## src/rtl/bf_pkg.sv

```systemverilog
// Shared definitions for the stream multiplexer: selection modes and the
// select-width helper used wherever a channel index is carried.
package bf_pkg;

  localparam int MUX_MODE_SEL = 0;
  localparam int MUX_MODE_RR  = 1;

  function automatic int sel_w(input int n);
    return (n > 1) ? $clog2(n) : 1;
  endfunction

endpackage

```

## src/rtl/stream_mux_if.sv

```systemverilog
// Handshake bundle between N_IN upstream channels, the mux and one downstream
// consumer. The mux is the slave; the environment driving it is the master.
interface stream_mux_if #(
  parameter int WIDTH = 8,
  parameter int N_IN  = 4
);
  import bf_pkg::*;

  localparam int SEL_W = sel_w(N_IN);

  logic [SEL_W-1:0]      sel;
  logic [N_IN-1:0]       in_valid;
  logic [N_IN-1:0]       in_ready;
  logic [N_IN*WIDTH-1:0] in_data;
  logic                  out_valid;
  logic                  out_ready;
  logic [WIDTH-1:0]      out_data;
  logic [SEL_W-1:0]      out_src;

  modport master (
    output sel, in_valid, in_data, out_ready,
    input  in_ready, out_valid, out_data, out_src
  );

  modport slave (
    input  sel, in_valid, in_data, out_ready,
    output in_ready, out_valid, out_data, out_src
  );

endinterface

```

## src/rtl/stream_mux_rr_arbiter.sv

```systemverilog
// Round-robin grant: first requester at or above ptr, wrapping modulo N_IN.
// Purely combinational; the caller owns and advances the pointer.
module rr_arbiter
  import bf_pkg::*;
#(
  parameter int N_IN = 4,
  localparam int SEL_W = sel_w(N_IN)
) (
  input  logic [N_IN-1:0]  req,
  input  logic [SEL_W-1:0] ptr,
  output logic             grant_vld,
  output logic [SEL_W-1:0] grant_idx
);

  logic             found_s;
  logic [SEL_W-1:0] idx_s;
  int               cand_s;

  // Scan the N_IN positions starting at ptr and latch the first requester.
  always_comb begin
    found_s = 1'b0;
    idx_s   = '0;
    cand_s  = 0;
    for (int i = 0; i < N_IN; i++) begin
      cand_s = (int'(ptr) + i) % N_IN;
      if (!found_s && req[cand_s]) begin
        found_s = 1'b1;
        idx_s   = SEL_W'(cand_s);
      end else begin
        found_s = found_s;
      end
    end
  end

  assign grant_vld = found_s;
  assign grant_idx = idx_s;

endmodule

```

## src/rtl/stream_mux.sv

```systemverilog
// N_IN-to-1 stream multiplexer with a single registered output stage.
// Channel choice is either an external sel or an internal round-robin pointer.
module stream_mux
  import bf_pkg::*;
#(
  parameter int WIDTH = 8,
  parameter int N_IN  = 4,
  parameter int MODE  = MUX_MODE_SEL
) (
  input  logic        clk,
  input  logic        rst,
  stream_mux_if.slave bus
);

  localparam int SEL_W = sel_w(N_IN);

  logic             load_en_s;
  logic [N_IN-1:0]  ready_s;
  logic [SEL_W-1:0] grant_idx_s;
  logic             xfer_s;
  logic [WIDTH-1:0] load_data_s;

  logic             out_valid_r;
  logic [WIDTH-1:0] out_data_r;
  logic [SEL_W-1:0] out_src_r;

  assign load_en_s = !out_valid_r || bus.out_ready;

  generate
    if (MODE == MUX_MODE_RR) begin : g_rr
      logic [SEL_W-1:0] rr_ptr_r;
      logic             grant_vld_s;
      logic [SEL_W-1:0] arb_idx_s;
      logic             unused_sel_s;

      assign unused_sel_s = ^bus.sel;

      rr_arbiter #(.N_IN(N_IN)) u_arb (
        .req       (bus.in_valid),
        .ptr       (rr_ptr_r),
        .grant_vld (grant_vld_s),
        .grant_idx (arb_idx_s)
      );

      assign grant_idx_s = arb_idx_s;

      // One-hot accept strobe for the arbitrated channel.
      always_comb begin
        ready_s = '0;
        for (int k = 0; k < N_IN; k++) begin
          if (!rst && load_en_s && grant_vld_s && (arb_idx_s == SEL_W'(k))) begin
            ready_s[k] = 1'b1;
          end else begin
            ready_s[k] = 1'b0;
          end
        end
      end

      // Pointer moves just past the winner only when a word is actually taken.
      always_ff @(posedge clk) begin
        if (rst) begin
          rr_ptr_r <= '0;
        end else if (xfer_s) begin
          if (int'(arb_idx_s) == N_IN - 1) begin
            rr_ptr_r <= '0;
          end else begin
            rr_ptr_r <= arb_idx_s + SEL_W'(1);
          end
        end else begin
          rr_ptr_r <= rr_ptr_r;
        end
      end
    end else begin : g_sel
      assign grant_idx_s = bus.sel;

      // Out-of-range sel matches no k, so nothing is accepted.
      always_comb begin
        ready_s = '0;
        for (int k = 0; k < N_IN; k++) begin
          if (!rst && load_en_s && (bus.sel == SEL_W'(k))) begin
            ready_s[k] = 1'b1;
          end else begin
            ready_s[k] = 1'b0;
          end
        end
      end
    end
  endgenerate

  assign xfer_s = |(ready_s & bus.in_valid);

  // ready_s is at most one-hot, so an AND-OR gather picks the granted word.
  always_comb begin
    load_data_s = '0;
    for (int k = 0; k < N_IN; k++) begin
      load_data_s = load_data_s | ({WIDTH{ready_s[k]}} & bus.in_data[k*WIDTH +: WIDTH]);
    end
  end

  // Output stage: load on transfer, drain on consume, otherwise hold.
  always_ff @(posedge clk) begin
    if (rst) begin
      out_valid_r <= 1'b0;
      out_data_r  <= '0;
      out_src_r   <= '0;
    end else if (xfer_s) begin
      out_valid_r <= 1'b1;
      out_data_r  <= load_data_s;
      out_src_r   <= grant_idx_s;
    end else if (bus.out_ready) begin
      out_valid_r <= 1'b0;
      out_data_r  <= out_data_r;
      out_src_r   <= out_src_r;
    end else begin
      out_valid_r <= out_valid_r;
      out_data_r  <= out_data_r;
      out_src_r   <= out_src_r;
    end
  end

  assign bus.in_ready  = ready_s;
  assign bus.out_valid = out_valid_r;
  assign bus.out_data  = out_data_r;
  assign bus.out_src   = out_src_r;

endmodule

```

## src/flat_wrapper.sv

```systemverilog
// flat-port wrapper written by rule: the top's interface ports become plain ports
module stream_mux_flat import bf_pkg::*;
#(
  parameter int WIDTH = 8,
  parameter int N_IN  = 4,
  parameter int MODE  = MUX_MODE_SEL
)
  (clk, rst, bus_sel, bus_in_valid, bus_in_data, bus_out_ready, bus_in_ready, bus_out_valid, bus_out_data, bus_out_src);
  stream_mux_if #(.WIDTH(WIDTH), .N_IN(N_IN)) bus_i ();
  input  logic clk;
  input  logic rst;
  input wire logic [$bits(bus_i.sel)-1:0] bus_sel;
  input wire logic [$bits(bus_i.in_valid)-1:0] bus_in_valid;
  input wire logic [$bits(bus_i.in_data)-1:0] bus_in_data;
  input wire logic [$bits(bus_i.out_ready)-1:0] bus_out_ready;
  output wire logic [$bits(bus_i.in_ready)-1:0] bus_in_ready;
  output wire logic [$bits(bus_i.out_valid)-1:0] bus_out_valid;
  output wire logic [$bits(bus_i.out_data)-1:0] bus_out_data;
  output wire logic [$bits(bus_i.out_src)-1:0] bus_out_src;
  assign bus_i.sel = bus_sel;
  assign bus_i.in_valid = bus_in_valid;
  assign bus_i.in_data = bus_in_data;
  assign bus_i.out_ready = bus_out_ready;
  assign bus_in_ready = bus_i.in_ready;
  assign bus_out_valid = bus_i.out_valid;
  assign bus_out_data = bus_i.out_data;
  assign bus_out_src = bus_i.out_src;
  stream_mux #(.WIDTH(WIDTH), .N_IN(N_IN), .MODE(MODE)) u_core (.clk(clk), .rst(rst), .bus(bus_i));
endmodule
```

## config.mk

```make
export PLATFORM = sky130hd
export DESIGN_NAME = stream_mux_flat
export DESIGN_NICKNAME = d
export VERILOG_FILES = /design/src/rtl/bf_pkg.sv /design/src/rtl/stream_mux_if.sv /design/src/rtl/stream_mux_rr_arbiter.sv /design/src/rtl/stream_mux.sv /design/src/flat_wrapper.sv
export SDC_FILE = /design/constraint.sdc
export NUM_CORES = 1
export LEC_CHECK = 0
export ABC_CLOCK_PERIOD_IN_PS = 1400
export BUFFER_PORTS_ARGS = -buffer_cell sky130_fd_sc_hd__buf_2
export CAP_MARGIN = 20
export CORE_AREA = 10 10 56 58
export DETAILED_ROUTE_END_ITERATION = 6
export DIE_AREA = 0 0 66 68
export PLACE_DENSITY = 0.75
export SYNTH_ARGS = -nofsm -noshare
export SYNTH_HDL_FRONTEND = slang
export SYNTH_HIERARCHICAL = 1
export SYNTH_SLANG_ARGS = --single-unit
```

## constraint.sdc

```tcl
create_clock -name clk -period 1.4 [get_ports clk]
set_input_delay 0.07 -clock clk [delete_from_list [all_inputs] [get_ports clk]]
set_output_delay 0.07 -clock clk [all_outputs]
set_load 0.005 [all_outputs]
```

* Word level (Yosys, flattened, before mapping)
Cells that the tools add are included.
** Storage, ports and cells
- Output and inout port bits :: 15
- Logic and storage cells :: 31
- Input bits :: 41
- Bits in registers :: 11
** Operators by class
- Bitwise operators :: 8
- Eq/ne operators :: 3
- Reductions and logical operators :: 11
- Multiplexer cells :: 6
** Operators by type and width (count)
- 8-bit bitwise AND :: 4
- 8-bit bitwise OR :: 3
- 1-bit two-way mux :: 6
- 1-bit logical AND :: 5
- 4-bit bitwise AND :: 1
- 2-bit == test, second input constant :: 2
- 4-bit OR reduction :: 1
- 2-bit by 1-bit == test with 1-bit output, second input constant :: 1
- 1-bit zero test :: 2
- 2-bit zero test :: 1
- 2-bit nonzero test :: 1
- 1-bit logical OR :: 1

* Depth between registers and ports, before layout
- Depth after elaboration :: 9
- Gate-level depth with buffers :: 5
- Mapped depth without buffers :: 3

* Least setup slack after synthesis
No wires, ideal clock.
- Path kind :: input -> register
- Start :: input port bus_sel[0]
- End :: register u_core.out_data_r[7] (netlist: u_core/bus.out_data[7])
- Path slack :: 126 ps
- Stages :: 5
- Data arrival time :: 1158 ps
- Library setup time :: 115 ps
- Path buffers :: 2
- Path through :: buf_6 buf_6 mux4_2 and4_4 a31o_1
** Between the ends
- Longest elaborated chain between the ends :: 7
- Elaborated cells on any way between the ends :: 21
- Those cells by class :: eq/ne: 3; mux: 4; bitwise: 8; reduce/logical: 6
** RTL lines
- from (decl) :: line flat_wrapper.sv:12 : input wire logic [$bits(bus_i.sel)-1:0] bus_sel;
- 2-bit by 1-bit == test with 1-bit output / 2-bit zero test (equally long branches) :: line stream_mux.sv:80 : if (!rst && load_en_s && (bus.sel == SEL_W'(k))) begin
- 1-bit logical AND :: line stream_mux.sv:80
- 1-bit two-way mux :: line stream_mux.sv:80
- 8-bit bitwise AND :: line stream_mux.sv:96 : load_data_s = load_data_s | ({WIDTH{ready_s[k]}} & bus.in_data[k*WIDTH +: WIDTH]);
- 8-bit bitwise OR (3 in a row) :: line stream_mux.sv:96
- to (signal assigned) :: line stream_mux.sv:108 : out_data_r <= load_data_s;
- to (signal assigned) :: line stream_mux.sv:112 : out_data_r <= out_data_r;
- to (signal assigned) :: line stream_mux.sv:116 : out_data_r <= out_data_r;
- to (decl) :: line stream_mux.sv:24 : logic [WIDTH-1:0] out_data_r;
Parallel ways exist; a longest one is shown, timed or not.
A chain may end at the register's enable or synchronous reset.

* Worst setup path in the final report
- Start :: register u_core.out_valid_r (netlist: u_core/bus.out_valid)
- End :: output port bus_in_ready[2]
** Between the ends
- Longest elaborated chain between the ends :: 5
** RTL lines
- from (decl) :: line stream_mux.sv:23 : logic out_valid_r;
- from (signal assigned) :: line stream_mux.sv:115 : out_valid_r <= out_valid_r;
- 1-bit zero test :: line stream_mux.sv:27 : assign load_en_s = !out_valid_r || bus.out_ready;
- 1-bit logical OR :: line stream_mux.sv:27
- 1-bit logical AND (2 in a row) :: line stream_mux.sv:80
- 1-bit two-way mux :: line stream_mux.sv:80
- to (decl) :: line flat_wrapper.sv:16 : output wire logic [$bits(bus_i.in_ready)-1:0] bus_in_ready;
Every way passes these cells.

==> impl_metrics.csv <==
group,metric,value,unit
floorplanning,num_rows,17,
setup_path,arrival,1.23,ns
timing,rsz0062_at_grt,"true",
placement,dp_hpwl,2.23,mm
flow_run,max_cap_viol_count,0,
synth,syn_area,786,µm²
synth,synth_seq_cells,11,
timing,worst_slew_pin_slew,0.325,ns
timing,fin_skew,0.000950,ns
timing,final.setup.worst_slack,0.101,ns
placement,pre_cts_ws,-0.0349,ns
timing,holdWs,0.0299,ns
clock_tree,cts_tree,"yes",
synth,syn_inst,66,
cells_and_area,final_cell_mix,"buf_2, dfxtp_1, and4_1, a31o_1, mux4_1",
floorplanning,core_region_area,2110,µm²
clock_tree,cts-root-buf,"clkbuf_4",
cells_and_area,final_area,1140,µm²
status,status,"completed",
timing,timing.slew.headroom,78.3,%
timing,finalSetupViolations,0,
power,p_int,0.614,mW
clock_tree,htreeDepth,1,
setup_path,path_max_fanout,13,
timing,period_needed,1.30,ns
detailed_routing,wire_per_inst,17.3,µm
grt,grt.total_usage,11.4,%
floorplanning,die-area,4490,µm²
setup_path,ff2ff_setup_slack,0.31,ns
grt,grt_max_degree,14,
floorplanning,die_height,68,µm
power,clockPowerShare,25.2,%
grt,antenna_found_initial,0,
power,power_density,741,nW/µm²
clock_tree,clk_latency,0.27,ns
setup_path,start_kind,"flip-flop",
floorplanning,ios,56,
placement,placed_area,1110,µm²
setup_path,r2r_start,"u_core/bus.out_valid",
placement,placedCellCount,148,
power,combPwrFrac,32.2,%
min_path,min_from,"rst",
synth,synth-edff-count,0,
setup_path,crit_type,"reg2out",
clock_tree,postCtsHoldBufs,0,
power,switchingPower,0.234,mW
timing,hold_violations,0,
synth,yosysUniqueCellTypes,21,
setup_path,reg2reg_depth,3,
cells_and_area,fin_cells,152,
cells_and_area,final_layout_size_suffix_gt1_share,58.1,%
synth,synth-warning-count,6,
synth,syn_nets,107,
clock_tree,clockBufferDepth,2,
setup_path,worstReg2RegEnd,"u_core/bus.out_data[2]",
clock_tree,numCtsBuffers,3,
grt,grt_pass1_vias,892,
placement,gp_congestion,0.765,
grt,grt-ovfl-total,0,
cells_and_area,antenna_cells,0,
synth,avgSynthCellArea,11.9,µm²
synth,synth_top_family_by_area,"multiplexers",
detailed_routing,viasPerCell,5.35,
detailed_routing,drtPass1Iterations,4,
timing,finalMaxSlewViolations,0,
floorplanning,die_w,66,µm
synth,synth_compound_area_share,10.5,%
detailed_routing,final_antenna_net_count,0,
detailed_routing,wirelength,2.63,mm
power,seqPwrFrac,42.6,%
synth,ys_seq_area_share,28.0,%
power,peakVddDrop,0.453,mV
synth,synthSimpleGateAreaFrac,21.3,%
power,power.total,0.848,mW
cells_and_area,final_nets,166,
detailed_routing,drt-initial-drc-count,23,
min_path,whs_endpoint,"u_core/bus.out_valid",
setup_path,endpoint_kind,"primary output",
power,swShare,27.6,%
timing,min_period_over_period,92.8,%
timing,fmax,770,MHz
placement,port_buffers,55,
setup_path,cp_data_required_time,1.33,ns
detailed_routing,via_count,813,
grt,grt_pass1_wl,4.05,mm
synth,synthArstFlopShare,0,%
cells_and_area,area_growth,45.5,%
min_path,min_path_type,"in2reg",
cells_and_area,layout_commonest_cell,"buf_2",
floorplanning,start_util,37.3,%
clock_tree,clkTransAtPathRegs,0.07,ns
synth,synth-xor-area-share,0,%
power,power_leakage,0.567,nW
synth,synth.mux.area_fraction,34.1,%
min_path,holdPathStages,2,
synth,synth_ff_type,"dfxtp_1",
detailed_routing,drc,0,
clock_tree,cts.sinks,11,
synth,synth_adder_area_share,0,%
-- power by group through the flow --
stage	clock network (mW)	registers, mW	logic (mW)
6_report	0.213	0.362	0.273
2_1_floorplan	0	0.369	0.142
5_1_grt	0.241	0.365	0.301
4_1_cts	0.217	0.361	0.273
3_5_place_dp	0	0.367	0.271
3_3_place_gp	0	0.366	0.262
-- layer usage --
metal	global-route usage [%]	vias to the layer above	share of wire (%)
met5	0	-	0
met4	6.28	0	2.6
met3	5.22	6	10
met2	19.9	39	49
met1	11.2	373	39
li1	-	395	-
-- cell families (layout without fill, tap and decap cells) --
group	after synthesis	after routing
simple gates	24	24
mux	13	13
flops	11	11
compound gates	10	10
buf+inv	8	66
-- state kept, by name, summed over array words and instances (netlist names) --
| signal | cells |
|---|---|
| u_core/bus.out_data | 8 |
| u_core/bus.out_src | 2 |
| u_core/bus.out_valid | 1 |
-- worst max-delay path by stage --
stage          slack, ns                endpoint                 start  cells after the start
3_3_place_gp      -0.006  u_core/bus.out_data[4]            bus_sel[0]                      5
2_1_floorplan       0.13  u_core/bus.out_data[7]            bus_sel[0]                      5
5_1_grt           -0.005         bus_in_ready[2]  u_core/bus.out_valid                      4
6_report            0.10         bus_in_ready[2]  u_core/bus.out_valid                      4
3_5_place_dp       -0.03  u_core/bus.out_data[4]            bus_sel[0]                      5
4_1_cts             0.05         bus_in_ready[2]  u_core/bus.out_valid                      4
-- final cells by class --
cell class              count  area [µm²]
clock buffers               4        26.3
fillers                   195         962
inverters                   1        3.75
multi-input cells          47         526
flip-flops and latches     11         220
well taps                  28        35.0
repair buffers             61         333
-- critical path, cell delays in order (launching register included) --
cell      delay (ns)
dfxtp_1         0.35
nand2b_4        0.15
nand2_1         0.10
nor3b_1         0.21
buf_2           0.14
-- cells in the mapped netlist (all sizes together) (2+ instances only) --
cell type | number | area, µm²
dfxtp | 11 | 220
and4 | 9 | 81.3
mux4 | 9 | 225
a31o | 8 | 70.1
buf | 4 | 32.5
nor2 | 4 | 15.0
nor4 | 4 | 25.0
clkbuf | 3 | 11.3
a31oi | 2 | 12.5
mux2 | 2 | 22.5
mux2i | 2 | 20.0
nor3b | 2 | 15.0
-- what timing repair did --
| item | 4_1_cts | 5_1_grt |
|---|---|---|
| resized for setup | 1 | 1 |
| buffers inserted | 0 | 0 |
| endpoints found under the setup margin | 3 | 3 |
-- stage by stage --
step	utilization, %	TNS, ns
after floorplan	-	0
after global placement	52.7	-0.00935
after detailed placement	52.7	-0.0957
after CTS	54.1	0
after global routing	54.3	-0.00587
final	54.3	0
Power figures use the tool's default switching activity.
